==> src/rtl/if_logic_gen.sv <==
`default_nettype none
// ============================================================================
//  Module   : if_logic_gen (with helper if_logic_gen_fifo)
//  Purpose  : Compute-tile <-> external memory interface logic.
//             Load path : external tokens -> load FIFO -> tile.
//             Store path: header capture -> O_Req, payload -> store FIFO
//                         -> external side once the store path is granted.
//  Options  : IF_LOGIC_GEN_PERF_EN adds O_Ld_Words / O_St_Words counters.
//  Revision : 1.0  initial parametrised release
// ============================================================================

module if_logic_gen_fifo #(
    parameter int W      = 34,
    parameter int DEPTH  = 16,
    parameter int THRESH = 6
) (
    input  logic         clock,
    input  logic         reset,
    input  logic         i_push,
    input  logic [W-1:0] i_din,
    input  logic         i_pop,
    output logic [W-1:0] o_dout,
    output logic         o_empty,
    output logic         o_nack,
    output logic         o_ovf
);
    localparam int AW = $clog2(DEPTH);
    localparam logic [AW:0] c_FULL     = (AW+1)'(DEPTH);
    // Fill level at which free entries drop to THRESH or below
    localparam logic [AW:0] c_NACK_LVL = (THRESH >= DEPTH) ? '0 : (AW+1)'(DEPTH - THRESH);

    logic [W-1:0]  r_mem [DEPTH];
    logic [AW-1:0] r_wr_ptr;
    logic [AW-1:0] r_rd_ptr;
    logic [AW:0]   r_cnt;
    logic          w_full;
    logic          w_do_push;
    logic          w_do_pop;

    assign o_empty   = (r_cnt == '0);
    assign w_full    = (r_cnt == c_FULL);
    assign w_do_pop  = i_pop & ~o_empty;
    // A pop in the same cycle frees a slot, so full+push+pop still succeeds
    assign w_do_push = i_push & (~w_full | w_do_pop);
    assign o_ovf     = i_push & ~w_do_push;
    assign o_nack    = (r_cnt >= c_NACK_LVL);
    assign o_dout    = r_mem[r_rd_ptr];

    // Storage array write port
    always_ff @(posedge clock) begin
        if (w_do_push) begin
            r_mem[r_wr_ptr] <= i_din;
        end
    end

    // Pointer and occupancy tracking
    always_ff @(posedge clock) begin
        if (reset) begin
            r_wr_ptr <= '0;
            r_rd_ptr <= '0;
            r_cnt    <= '0;
        end else begin
            if (w_do_push) r_wr_ptr <= r_wr_ptr + AW'(1);
            if (w_do_pop)  r_rd_ptr <= r_rd_ptr + AW'(1);
            case ({w_do_push, w_do_pop})
                2'b10:   r_cnt <= r_cnt + (AW+1)'(1);
                2'b01:   r_cnt <= r_cnt - (AW+1)'(1);
                default: r_cnt <= r_cnt;
            endcase
        end
    end
endmodule

module if_logic_gen #(
    parameter int WIDTH_DATA = 32,
    parameter int DEPTH_LD   = 16,
    parameter int DEPTH_ST   = 16,
    parameter int THRESHOLD  = 6,
    parameter int NUM_HDR    = 4,
    parameter int CNT_W      = 4
) (
    input  logic                  clock,
    input  logic                  reset,
    input  logic                  I_Ld,
    input  logic                  I_St,
    input  logic                  I_Ld_V,
    input  logic                  I_Ld_A,
    input  logic                  I_Ld_R,
    input  logic [WIDTH_DATA-1:0] I_Ld_D,
    output logic                  O_Ld_N,
    output logic                  O_Ld_V,
    output logic                  O_Ld_A,
    output logic                  O_Ld_R,
    output logic [WIDTH_DATA-1:0] O_Ld_D,
    input  logic                  I_Ld_N,
    input  logic                  I_St_V,
    input  logic                  I_St_A,
    input  logic                  I_St_R,
    input  logic [WIDTH_DATA-1:0] I_St_D,
    output logic                  O_St_N,
    output logic                  O_St_V,
    output logic                  O_St_A,
    output logic                  O_St_R,
    output logic [WIDTH_DATA-1:0] O_St_D,
    input  logic                  I_St_N,
    output logic                  O_Req_V,
    output logic [WIDTH_DATA-1:0] O_Req_D,
    output logic                  O_Header,
    output logic                  O_Ld_Active,
    output logic [CNT_W-1:0]      O_Ld_Cnt,
    output logic                  O_Err_Ovf
`ifdef IF_LOGIC_GEN_PERF_EN
    ,
    output logic [15:0]           O_Ld_Words,
    output logic [15:0]           O_St_Words
`endif
);
    localparam int TW = WIDTH_DATA + 2;
    localparam logic [1:0] c_IDLE = 2'd0;
    localparam logic [1:0] c_HDR  = 2'd1;
    localparam logic [1:0] c_WAIT = 2'd2;
    localparam logic [1:0] c_RUN  = 2'd3;
    localparam logic [3:0] c_NUM_HDR = 4'(NUM_HDR);

    // ---------------- Load path ----------------
    logic [TW-1:0]    w_ld_head;
    logic             w_ld_empty;
    logic             w_ld_nack;
    logic             w_ld_ovf;
    logic             w_ld_out_v;
    logic             w_ld_acq_in;
    logic             w_ld_term_dlv;
    logic             r_ld_active;
    logic [CNT_W-1:0] r_ld_cnt;

    if_logic_gen_fifo #(
        .W      (TW),
        .DEPTH  (DEPTH_LD),
        .THRESH (THRESHOLD)
    ) u_ld_fifo (
        .clock   (clock),
        .reset   (reset),
        .i_push  (I_Ld_V),
        .i_din   ({I_Ld_A, I_Ld_R, I_Ld_D}),
        .i_pop   (w_ld_out_v & ~I_Ld_N),
        .o_dout  (w_ld_head),
        .o_empty (w_ld_empty),
        .o_nack  (w_ld_nack),
        .o_ovf   (w_ld_ovf)
    );

    // Head is only exposed to the tile while a load is open and granted
    assign w_ld_out_v    = r_ld_active & I_Ld & ~w_ld_empty;
    assign w_ld_acq_in   = I_Ld_V & I_Ld_A & ~I_Ld_R;
    assign w_ld_term_dlv = w_ld_out_v & ~I_Ld_N & w_ld_head[TW-1] & w_ld_head[TW-2];

    assign O_Ld_N      = w_ld_nack;
    assign O_Ld_V      = w_ld_out_v;
    assign O_Ld_A      = w_ld_out_v & w_ld_head[TW-1];
    assign O_Ld_R      = w_ld_out_v & w_ld_head[TW-2];
    assign O_Ld_D      = w_ld_out_v ? w_ld_head[WIDTH_DATA-1:0] : '0;
    assign O_Ld_Active = r_ld_active;
    assign O_Ld_Cnt    = r_ld_cnt;

    // Load activity flag and saturating in-flight sequence counter
    always_ff @(posedge clock) begin
        if (reset) begin
            r_ld_active <= 1'b0;
            r_ld_cnt    <= '0;
        end else begin
            if (w_ld_acq_in)        r_ld_active <= 1'b1;
            else if (w_ld_term_dlv) r_ld_active <= 1'b0;

            if (w_ld_acq_in && !w_ld_term_dlv) begin
                if (r_ld_cnt != '1) r_ld_cnt <= r_ld_cnt + CNT_W'(1);
            end else if (!w_ld_acq_in && w_ld_term_dlv) begin
                if (r_ld_cnt != '0) r_ld_cnt <= r_ld_cnt - CNT_W'(1);
            end
        end
    end

    // ---------------- Store path ----------------
    logic [1:0]            r_st_state;
    logic [3:0]            r_hcnt;
    logic                  r_req_v;
    logic [WIDTH_DATA-1:0] r_req_d;
    logic                  r_ovf;
    logic [TW-1:0]         w_st_head;
    logic                  w_st_empty;
    logic                  w_st_fifo_nack;
    logic                  w_st_ovf;
    logic                  w_st_acq;
    logic                  w_st_buf;
    logic                  w_st_out_v;
    logic                  w_st_term_dlv;
    logic                  w_st_nack;

    assign w_st_acq      = I_St_V & I_St_A & ~I_St_R;
    assign w_st_buf      = (r_st_state == c_WAIT) | (r_st_state == c_RUN);
    assign w_st_out_v    = (r_st_state == c_RUN) & ~w_st_empty;
    assign w_st_term_dlv = w_st_out_v & ~I_St_N & w_st_head[TW-1] & w_st_head[TW-2];

    if_logic_gen_fifo #(
        .W      (TW),
        .DEPTH  (DEPTH_ST),
        .THRESH (THRESHOLD)
    ) u_st_fifo (
        .clock   (clock),
        .reset   (reset),
        .i_push  (I_St_V & w_st_buf),
        .i_din   ({I_St_A, I_St_R, I_St_D}),
        .i_pop   (w_st_out_v & ~I_St_N),
        .o_dout  (w_st_head),
        .o_empty (w_st_empty),
        .o_nack  (w_st_fifo_nack),
        .o_ovf   (w_st_ovf)
    );

    // Nack to the tile: IDLE refuses anything but an acquire, HDR always accepts
    always_comb begin
        w_st_nack = 1'b0;
        case (r_st_state)
            c_IDLE:  w_st_nack = I_St_V & ~(I_St_A & ~I_St_R);
            c_HDR:   w_st_nack = 1'b0;
            default: w_st_nack = w_st_fifo_nack;
        endcase
    end

    assign O_St_N   = w_st_nack;
    assign O_St_V   = w_st_out_v;
    assign O_St_A   = w_st_out_v & w_st_head[TW-1];
    assign O_St_R   = w_st_out_v & w_st_head[TW-2];
    assign O_St_D   = w_st_out_v ? w_st_head[WIDTH_DATA-1:0] : '0;
    assign O_Req_V  = r_req_v;
    assign O_Req_D  = r_req_d;
    assign O_Header = (r_st_state == c_HDR) | ((r_st_state == c_IDLE) & w_st_acq);
    assign O_Err_Ovf = r_ovf;

    // Store FSM: header capture, wait for grant, then stream the payload
    always_ff @(posedge clock) begin
        if (reset) begin
            r_st_state <= c_IDLE;
            r_hcnt     <= '0;
            r_req_v    <= 1'b0;
            r_req_d    <= '0;
        end else begin
            r_req_v <= 1'b0;
            r_req_d <= '0;
            case (r_st_state)
                c_IDLE: begin
                    if (w_st_acq) begin
                        r_req_v    <= 1'b1;
                        r_req_d    <= I_St_D;
                        r_hcnt     <= 4'd1;
                        r_st_state <= (c_NUM_HDR == 4'd1) ? c_WAIT : c_HDR;
                    end
                end
                c_HDR: begin
                    if (I_St_V) begin
                        r_req_v <= 1'b1;
                        r_req_d <= I_St_D;
                        r_hcnt  <= r_hcnt + 4'd1;
                        if (r_hcnt + 4'd1 == c_NUM_HDR) r_st_state <= c_WAIT;
                    end
                end
                c_WAIT: begin
                    if (I_St) r_st_state <= c_RUN;
                end
                c_RUN: begin
                    if (w_st_term_dlv) r_st_state <= c_IDLE;
                end
                default: r_st_state <= c_IDLE;
            endcase
        end
    end

    // Sticky overflow flag from either FIFO
    always_ff @(posedge clock) begin
        if (reset) r_ovf <= 1'b0;
        else if (w_ld_ovf | w_st_ovf) r_ovf <= 1'b1;
    end

`ifdef IF_LOGIC_GEN_PERF_EN
    logic [15:0] r_ld_words;
    logic [15:0] r_st_words;

    assign O_Ld_Words = r_ld_words;
    assign O_St_Words = r_st_words;

    // Wrapping counts of data tokens delivered on each side
    always_ff @(posedge clock) begin
        if (reset) begin
            r_ld_words <= '0;
            r_st_words <= '0;
        end else begin
            if (w_ld_out_v & ~I_Ld_N & ~w_ld_head[TW-1]) r_ld_words <= r_ld_words + 16'd1;
            if (w_st_out_v & ~I_St_N & ~w_st_head[TW-1]) r_st_words <= r_st_words + 16'd1;
        end
    end
`endif
endmodule
`default_nettype wire

==> config.mk <==
export PLATFORM = sky130hd
export DESIGN_NAME = if_logic_gen
export DESIGN_NICKNAME = d
export VERILOG_FILES = /design/src/rtl/if_logic_gen.sv
export SDC_FILE = /design/constraint.sdc
export NUM_CORES = 1
export LEC_CHECK = 0
export ABC_CLOCK_PERIOD_IN_PS = 11450
export CAP_MARGIN = 0
export CORE_ASPECT_RATIO = 2
export CORE_MARGIN = 1.5
export CORE_UTILIZATION = 30
export DETAILED_ROUTE_END_ITERATION = 8
export DONT_BUFFER_PORTS = 1
export PLACE_DENSITY_LB_ADDON = 0.05
export SLEW_MARGIN = 10
export SYNTH_ARGS = -nofsm -noshare
export SYNTH_HDL_FRONTEND = slang
export SYNTH_HIERARCHICAL = 1
export SYNTH_SLANG_ARGS = --single-unit
export TNS_END_PERCENT = 100
==> constraint.sdc <==
create_clock -name clock -period 11.45 [get_ports clock]
set_input_delay 1.145 -clock clock [delete_from_list [all_inputs] [get_ports clock]]
set_output_delay 1.145 -clock clock [all_outputs]
set_load 0.05 [all_outputs]
==> results.cfg <==
[status]
status = finished clean

[global_route]
antenna_found_initial = 4
grt_pass1_wl_mm = 173
grt_max_degree = 94
track_usage = 0.161
overflow = 0
first_global_vias = 23400

[synth]
avgSynthCellArea_sq_um = 20.7
synth_area_leaders = edfxtp_1 (73%), mux4_2 (14%), dfxtp_1 (3.5%)
ys_types = 69
synth.most_common_cell = edfxtp_1
ys_ff_latch = 1167
syn_area_sq_um = 44900
yosysTopAreaCell = edfxtp_1
yosys_warnings = 6
synth_common_cells = edfxtp_1 (1,088), mux4_2 (272), a22oi_1 (136), and2_1 (103), nand2_1 (87)
yosys.area.top_type_share = 0.728
yosysSeqAreaShare = 0.763
ys_async_sr_fraction = 0
synth_edf_count = 1088
syn-num-nets = 2271
synth_cells = 2166
synth-main-ff-cell = edfxtp_1

[route]
wl_per_cell_microns = 28.9
detailroute.via_count = 21100
dr.pass1.iters = 5
first_iter_violations = 1345
vias_per_cell = 4.99
postRouteAntennaNets = 0
totalWireLength_mm = 122
drc_errors = 0

[power]
leakagePower_nw = 15.6
vdd_drop_max_v = 0.000123
power_density_nw_per_um2 = 167

[floorplanning]
die_width_microns = 276
die_y_microns = 550
die-area_sq_um = 152000
coreArea_sq_um = 148000
ioPinCount = 188
num_rows = 200
start_util = 0.302

[placed_design]
dp_hpwl_mm = 63.4
portBuffers = 0
gp_congestion = 0.701

[sta]
fin_skew_ns = 0.0281
relSlewSlack = 0.315
period_share = 0.479
setup_violations = 0
fin_worst_hold_slack_ns = 0.512
min_period_ns = 5.49
rsz0062_at_grt = no
finalHoldViolations = 0
fmax_ghz = 0.182
tightest_slew_ns = 1.03
tns_ns = 0
slew_viol_final = 0

[setup_path]
cp_max_fo = 62
path_cells = buf_4, buf_4, mux4_2, a22oi_1, nand2_1, and2_1
end_kind = output port
r2r_end = O_Ld_Cnt[3]
endpoint = O_Ld_D[30]
cp.required_ns = 10.31
critPathArrivalTime_ns = 4.34
cpMostUsedCell = buf_4
slowest_delay_ns = 0.89
reg2reg_depth = 13
worstSetupPathType = flop to output port
cp_slowest_cell = buf_4
cp-start-kind = flop
reg2reg_slack_ns = 6.71

[clock_tree]
root_buffer = clkbuf_16
cts_tree = yes
post_cts_buffers = 0
clock_sinks = 1167
h-tree-depth = 3
cts_hold_buf = 0
cts.clk_slew.worst_paths_ns = 0.07
clockBufferDepth = 3
clkLatencyLatePin_ns = 0.71
cts-resized-gates = 0
numCtsBuffers = 110

[final_layout]
final_layout_size_suffix_gt1_frac = 0.237
fin_nets = 2325
area_growth_pct = 13.6

[min_path]
hold_class = flop to flop

[job]
maxCapViolCount = 0
==> per-layer routing <==
layer  vias up  global-route usage  share of wire
met5         -                   0       0.000090
met4         2              0.0453          0.024
met3       176              0.0386          0.058
met2       529               0.303           0.54
met1     11400               0.179           0.38
li1       8992                   -              -
==> report_power, final <==
| group | switching (mW) | internal [mW] |
|---|---|---|
| clock network | 1.63 | 1.95 |
| logic | 0.112 | 0.0584 |
| registers | 0.0431 | 4.70 |
| total | 1.79 | 6.71 |
==> flip-flops by register name, indices dropped and copies added, names as in the netlist, 4 cells and up, named ones only <==
signal              cells
u_st_fifo/r_mem       544
u_ld_fifo/r_wr_ptr      4
O_Ld_Cnt                4
u_ld_fifo/r_cnt         5
u_st_fifo/r_rd_ptr      4
u_st_fifo/r_cnt         5
u_ld_fifo/r_rd_ptr      4
u_st_fifo/r_wr_ptr      4
u_ld_fifo/r_mem       544
O_Req_D                32
r_hcnt                  4
==> worst max-delay path, delay by kind of cell, from the launching register on <==
family                 cells  cell delay, ns
buffers and inverters      2            1.57
AO/OA/AOI/OAI              1            0.26
AND/OR/NAND/NOR            2            0.52
flip-flops                 1            0.75
multiplexers               1            0.41
==> metrics by stage <==
step / instances / power (mW) / worst slack, ns / utilization / area (sq um)
2_1_floorplan: 2166 / 4.95 / 6.26 / - / 44900
3_3_place_gp: 4027 / 5.01 / 6.53 / 0.320 / 47500
3_5_place_dp: 4027 / 5.01 / 6.52 / 0.320 / 47500
4_1_cts: 4232 / 8.62 / 5.77 / 0.343 / 51000
5_1_grt: 4233 / 8.78 / 5.58 / 0.343 / 51000
6_report: 4233 / 8.50 / 5.96 / 0.343 / 51000
==> worst min-delay path by stage <==
| stage | from | to | slack (ns) | cells after the start |
|---|---|---|---|---|
| after floorplan | r_hcnt[0] | r_hcnt[0] | 0.47 | 1 |
| after global placement | r_hcnt[0] | r_hcnt[0] | 0.49 | 1 |
| after detailed placement | r_hcnt[0] | r_hcnt[0] | 0.51 | 1 |
| after CTS | reset | r_hcnt[1] | 0.45 | 1 |
| after global routing | I_St_D[29] | u_st_fifo/r_mem[2][29] | 0.46 | 0 |
| final | r_hcnt[3] | r_hcnt[3] | 0.51 | 2 |
==> cell families (layout without fill, tap and decap cells) <==
| kind of cell | after synthesis | in the layout | share of synthesized area |
|---|---|---|---|
| buf+inv | 138 | 285 | 0.0132 |
| simple gates | 333 | 333 | 0.0388 |
| fa+ha+maj | 29 | 29 | 0.00859 |
| compound gates | 199 | 199 | 0.0337 |
| flops | 1167 | 1167 | 0.763 |
| xor+xnor | 14 | 14 | 0.00273 |
| mux | 286 | 286 | 0.140 |
| other cells | 0 | 1 | 0 |
==> area by class of cell <==
class,count,area [sq um]
multi-input combinational,861,10300
sequential,1167,34300
inverter,25,93.8
fill,14000,97400
tap,1919,2400
timing repair buffer,55,425
clock inverter,57,495
antenna,1,2.50
clock buffer,148,2960
==> placed cells by master (no fill, tap or decap), drive strengths merged, types with 8 or more instances in the layout <==
| master | netlist | routed |
|---|---|---|
| a21oi | 11 | 11 |
| a22oi | 136 | 136 |
| and2 | 104 | 104 |
| buf | 53 | 55 |
| clkbuf | 60 | 148 |
| clkinv | 0 | 44 |
| dfxtp | 79 | 79 |
| edfxtp | 1088 | 1088 |
| ha | 26 | 26 |
| inv | 25 | 28 |
| mux2i | 11 | 11 |
| mux4 | 272 | 272 |
| nand2 | 87 | 87 |
| nand2b | 13 | 13 |
| nand3 | 8 | 8 |
| nor2 | 60 | 60 |
| nor2b | 14 | 14 |
| nor3 | 16 | 16 |
| o21ai | 10 | 10 |
| xor2 | 10 | 10 |
No activity file was read; power rests on OpenSTA's default activity.
==> edit 1, RTL diff (config.mk and constraints unchanged) <==
Register the output `O_St_D`, without a reset; this adds one clock of latency there. The other outputs are not delayed to match.
--- a/src/rtl/if_logic_gen.sv
+++ b/src/rtl/if_logic_gen.sv
@@ -231,5 +231,7 @@
     assign O_St_A   = w_st_out_v & w_st_head[TW-1];
     assign O_St_R   = w_st_out_v & w_st_head[TW-2];
-    assign O_St_D   = w_st_out_v ? w_st_head[WIDTH_DATA-1:0] : '0;
+    always_ff @(posedge clock) begin
+        O_St_D <= w_st_out_v ? w_st_head[WIDTH_DATA-1:0] : '0;
+    end
     assign O_Req_V  = r_req_v;
     assign O_Req_D  = r_req_d;
Check against the original RTL: same outputs for any inputs over 4 cycles, from zero or initial values and one cycle with reset high; that may be too few to reach the edited logic, so the function may still have changed.
==> edit 1 against the original RTL <==
Area after synthesis grew 1.6%. Worst setup slack improved by 0.056 ns. Sequential cell count rose by 32. Final area increased by 2.3%. Non-clock buffer count down 8. Clock skew decreased by 0.0043 ns. Hold slack got worse by 0.047 ns. Count of clock-buffer cells in the layout decreased by 9. Wire length shrank 0.45%. Power is 7.1% higher. Largest power group unchanged.
==> edit 1: results (changes against the original RTL) <==
| Metric | Value |
|---|---|
| Share of synthesized area occupied by flip-flops and latches | 76.5% (+0.21 points) |
| Number of flops mapped to enable cells by yosys | 1088 (unchanged) |
| Fraction of final layout cells sized beyond drive strength 1 | 24.2% (+0.51 points) |
| Clock transition time at the flip-flop clock pins of the worst setup and hold paths | 0.06 ns |
| Number of synthesis warnings | 6 (unchanged) |
| Pin count of the biggest net entering global routing | 93 (-1.1%) |
| Count of buffers added by post-CTS timing repair for setup | 0 (unchanged) |
| Final #Nets | 2355 (+1.3%) |
| Met3 Usage GRT | 3.39% (-0.47 points) |
| Static power due to leakage | 16.1 nW (+3.5%) |
| Met1 layer usage reported by global route | 17.6% (-0.36 points) |
| Root Buffer Master | sky130_fd_sc_hd__clkbuf_16 |
| Count of fill cells added during filler insertion | 14212 (+1.5%) |
| Cell types with the highest counts after synthesis | 1088 x sky130_fd_sc_hd__edfxtp_1, 272 x sky130_fd_sc_hd__mux4_2, 136 x sky130_fd_sc_hd__a22oi_1, 111 x sky130_fd_sc_hd__and2_1, 111 x sky130_fd_sc_hd__dfxtp_1 |
| Crit start category | flip-flop |
| Maximum resistive drop on vdd | 0.123 mV (-0.63%) |
| Global router's overall resource usage | 15.9% (-0.22 points) |
| GRT met2 Usage | 30.5% (+0.14 points) |
| Worst slew margin | 29.2% (-2.3 points) |
| Final HPWL DP | 63700 um (+0.48%) |
| CTS Hold Buffers Added | 0 (unchanged) |
| Biggest cell delay along the critical path | 0.85 ns (-0.04 ns) |
| WL met3 | 5890 um (-17%) |
| Worst min-delay path startpoint | r_hcnt[3]$_SDFFE_PP0P_ |
| Final setup skew | 0.0238 ns (-0.00434 ns) |
| Antenna violations before repair | 2 (-2) |
| First-pass GRT wire length | 175000 um (+0.71%) |
| Number of library cell types mapped by synthesis | 66 (-4.3%) |
| Ys flop type | sky130_fd_sc_hd__edfxtp_1 |
| Global placement routability congestion | 0.693 (-1.1%) |
| Crit-path max FO | 60 (-3.2%) |
| Net count after synthesis | 2305 (+1.5%) |
| Highest metal layer with signal wires | met4 |
| Total wirelength of the detailed-routed design | 122000 um (-0.45%) |
| Met1 wire length | 46000 um (about the same) |
| Status | finished, final reports clean |
| Clock insertion delay at the later pin of the skew report | 0.71 ns (about the same) |
| Vias in the first global route | 23699 (+1.4%) |
| Number of buffers on the longest clock path | 3 (unchanged) |
| Largest regs | u_ld_fifo/r_mem (544), u_st_fifo/r_mem (544) |
| Detail Route met2 WL | 67500 um (+2.0%) |
| Total number of vias | 21327 (+1.0%) |
| Cell types occupying the most area after synthesis | sky130_fd_sc_hd__edfxtp_1 72%, sky130_fd_sc_hd__mux4_2 13%, sky130_fd_sc_hd__dfxtp_1 4.9% |
| CP Data Arrival Time | 4.29 ns (-0.05 ns) |
| TritonCTS Buffers | 116 (+5.5%) |
| Number of levels in the clock H-tree | 3 (unchanged) |
| Area of the multi-input gates | 10300 um^2 (about the same) |
| Top cell family by delay on the critical path | buffers and inverters |
| DR iter-0 viols | 1351 (+0.45%) |
-- edit 1: cell types whose count changed after synthesis, moves of 4 or more --
cell                      delta
sky130_fd_sc_hd__nor3_1      -4
sky130_fd_sc_hd__inv_1       -4
sky130_fd_sc_hd__o21ai_0     +4
sky130_fd_sc_hd__a21oi_1     +4
sky130_fd_sc_hd__nor2_1     -12
sky130_fd_sc_hd__dfxtp_1    +32
sky130_fd_sc_hd__and2_1      +8
sky130_fd_sc_hd__and3_1      +9
-- edit 1: cell families (layout without fill, tap and decap cells) --
group	count (synthesis)	after routing	share of synthesized area, %
other	0	1	0
muxes	286	286	13.8
buffers and inverters	134	285	1.31
AOI/OAI and AO/OA	200	200	3.29
DFF	1199	1199	76.5
adders and majority gates	29	29	0.829
xor gates and xnor gates	16	16	0.307
and+or+nand+nor	336	336	3.97
-- edit 1: report_power, final --
group          switching (mW)  total (mW)  internal [mW]
sequential             0.0448        4.86           4.81
clock                    1.70        4.08           2.37
combinational           0.110       0.169         0.0588
-- edit 1: path summary, 6_finish.rpt --
check / cells after the start / slack (ns) / to
worst max-delay path: 6 / 6.02 / O_Ld_D[11]
worst min-delay path: 2 / 0.47 / r_hcnt[3]$_SDFFE_PP0P_
worst min register to register: 2 / 0.47 / r_hcnt[3]$_SDFFE_PP0P_
worst max register to register: 13 / 7.00 / O_Ld_Cnt[3]$_SDFFE_PP0P_
-- edit 1: area by class of cell --
type	count	area share (%)
clock inverters	80	1.78
flip-flops and latches	1199	67.0
clock buffers	139	5.93
multi-input cells	867	19.8
diodes	1	0.00480
well taps	1938	4.65
repair buffers	47	0.725
inverters	19	0.137
-- edit 1: worst register-to-register path, stage by stage, from the launching register on --
cell and delay, ns:
sky130_fd_sc_hd__dfxtp_4 0.79, sky130_fd_sc_hd__buf_4 0.68, sky130_fd_sc_hd__mux4_2 0.41, sky130_fd_sc_hd__a22oi_1 0.19, sky130_fd_sc_hd__nand2_1 0.13, sky130_fd_sc_hd__and2_1 0.35
sky130_fd_sc_hd__nand3b_1 0.20, sky130_fd_sc_hd__ha_1 0.26, sky130_fd_sc_hd__inv_1 0.14, sky130_fd_sc_hd__ha_1 0.36, sky130_fd_sc_hd__nand3_1 0.11, sky130_fd_sc_hd__and3_1 0.23
sky130_fd_sc_hd__o211ai_2 0.14, sky130_fd_sc_hd__mux2_1 0.33
-- edit 1: through the flow --
step / setup WS, ns / cells / instance area, um^2 / hold slack [ns]
finish: 6.02 / 4290 / 52100 / 0.466
floorplan: 6.36 / 2200 / 45600 / 0.444
detailed placement: 6.61 / 4070 / 48100 / 0.455
global placement: 6.62 / 4070 / 48100 / 0.449
CTS: 5.81 / 4289 / 52100 / 0.452
global route: 5.75 / 4290 / 52100 / 0.470
==> edit 2, RTL diff (same flow settings) <==
Without the edit above. Build with the macro `IF_LOGIC_GEN_PERF_EN` defined.
--- a/src/rtl/if_logic_gen.sv
+++ b/src/rtl/if_logic_gen.sv
@@ -9,4 +9,6 @@
 //  Revision : 1.0  initial parametrised release
 // ============================================================================
+
+`define IF_LOGIC_GEN_PERF_EN
 
 module if_logic_gen_fifo #(
Behaviour (old outputs only; new: O_Ld_Words and O_St_Words): same outputs for any inputs over 4 cycles, from zero or initial values and one cycle with reset high; that may be too few to reach the edited logic, so the function may still have changed.
==> edit 2 against the original RTL <==
Area after synthesis is 3.4% higher. Count of clock-buffer cells in the layout fell by 1. Power grew 4.8%. Via count is 4.9% higher. Clock skew fell by 0.0059 ns. Hold slack worse by 0.016 ns. Final cell count up 7.1%. Worst setup slack better by 0.061 ns. Critical endpoint is now O_Ld_D[14]. Final area is 3.7% higher. Critical path type unchanged. Global-route usage decreased by 0.61 points. Wire length down 0.59%. Sequential cell count up 32.
==> edit 2: results (changes against the original RTL) <==
| Metric | Value |
|---|---|
| Diodes inserted | 5 (+4) |
| CP Data Arrival Time | 4.28 ns (-0.06 ns) |
| Number of library cell types mapped by synthesis | 76 (+10%) |
| TritonCTS Buffers | 115 (+4.5%) |
| Count of placed standard cells including taps | 4321 (+7.3%) |
| Final Cell Area | 52800 um^2 (+3.7%) |
| Drt pass-1 iters | 4 (-1) |
| Global placement routability congestion | 0.674 (-3.9%) |
| DR iter-0 viols | 1245 (-7.4%) |
| Cell types with the highest counts after synthesis | 1088 x sky130_fd_sc_hd__edfxtp_1, 272 x sky130_fd_sc_hd__mux4_2, 136 x sky130_fd_sc_hd__a22oi_1, 111 x sky130_fd_sc_hd__and2_1, 111 x sky130_fd_sc_hd__dfxtp_1 |
| Share of the final layout cell area in multi-input gates | 21.0% (+0.73 points) |
| Worst slew margin | 31.0% (-0.52 points) |
| Bufs w/o clock | 54 (-1.8%) |
| Number of logic inverters in the finished layout | 22 (-12%) |
| Final #Nets | 2485 (+6.9%) |
| Placed instance area | 49100 um^2 (+3.3%) |
| Path depth of the worst reg2reg path | 9 (-4) |
| Count of fill cells added during filler insertion | 14441 (+3.1%) |
| Multi-input comb cells | 986 (+15%) |
| Non-clock buffer share | 0.767% (-0.067 points) |
| End of the worst hold path | O_Ld_Words[15]$_SDFFE_PP0P_ |
| Clock network power consumption | 3.88 mW (+8.4%) |
| Status | finished, final reports clean |
| Synthesized netlist cell count | 2329 (+7.5%) |
| Share of synthesized area occupied by flip-flops and latches | 75.2% (-1.2 points) |
| Number of vias per cell | 4.89 (-2.0%) |
| Maximum resistive drop on vdd | 0.121 mV (-2.3%) |
| Cell types occupying the most area after synthesis | sky130_fd_sc_hd__edfxtp_1 70%, sky130_fd_sc_hd__mux4_2 13%, sky130_fd_sc_hd__dfxtp_1 4.8% |
| Internal reg-to-reg setup slack | 7.19 ns (+0.48 ns) |
| Relative contribution of the clock network to total power | 43.6% (+1.4 points) |
| Class of the worst hold path | input pin to flip-flop |
[edit 2: layer usage]
metal	up-vias	wire length (um)	GRT usage (%)
met5	-	0	0
met4	0	2170	3.75
met3	115	5640	2.85
met2	473	58300	25.1
met1	11991	55500	21.5
li1	9576	-	-
[edit 2: cell families (layout without fill, tap and decap cells)]
family	Yosys count	count (layout)	share of synthesized area [%]
xor gates and xnor gates	33	33	0.623
muxes	287	287	13.5
AOI/OAI and AO/OA	225	225	3.57
buffers and inverters	144	284	1.37
adders and majority gates	31	31	0.868
and+or+nand+nor	410	410	4.87
DFF	1199	1199	75.2
other	0	5	0
[edit 2: worst max-delay path: stages, from the launching register on]
cell	delay, ns
sky130_fd_sc_hd__dfxtp_4	0.52
sky130_fd_sc_hd__buf_4	0.78
sky130_fd_sc_hd__buf_4	0.85
sky130_fd_sc_hd__mux4_2	0.60
sky130_fd_sc_hd__a22oi_1	0.31
sky130_fd_sc_hd__nand2_1	0.12
sky130_fd_sc_hd__and2_1	0.33
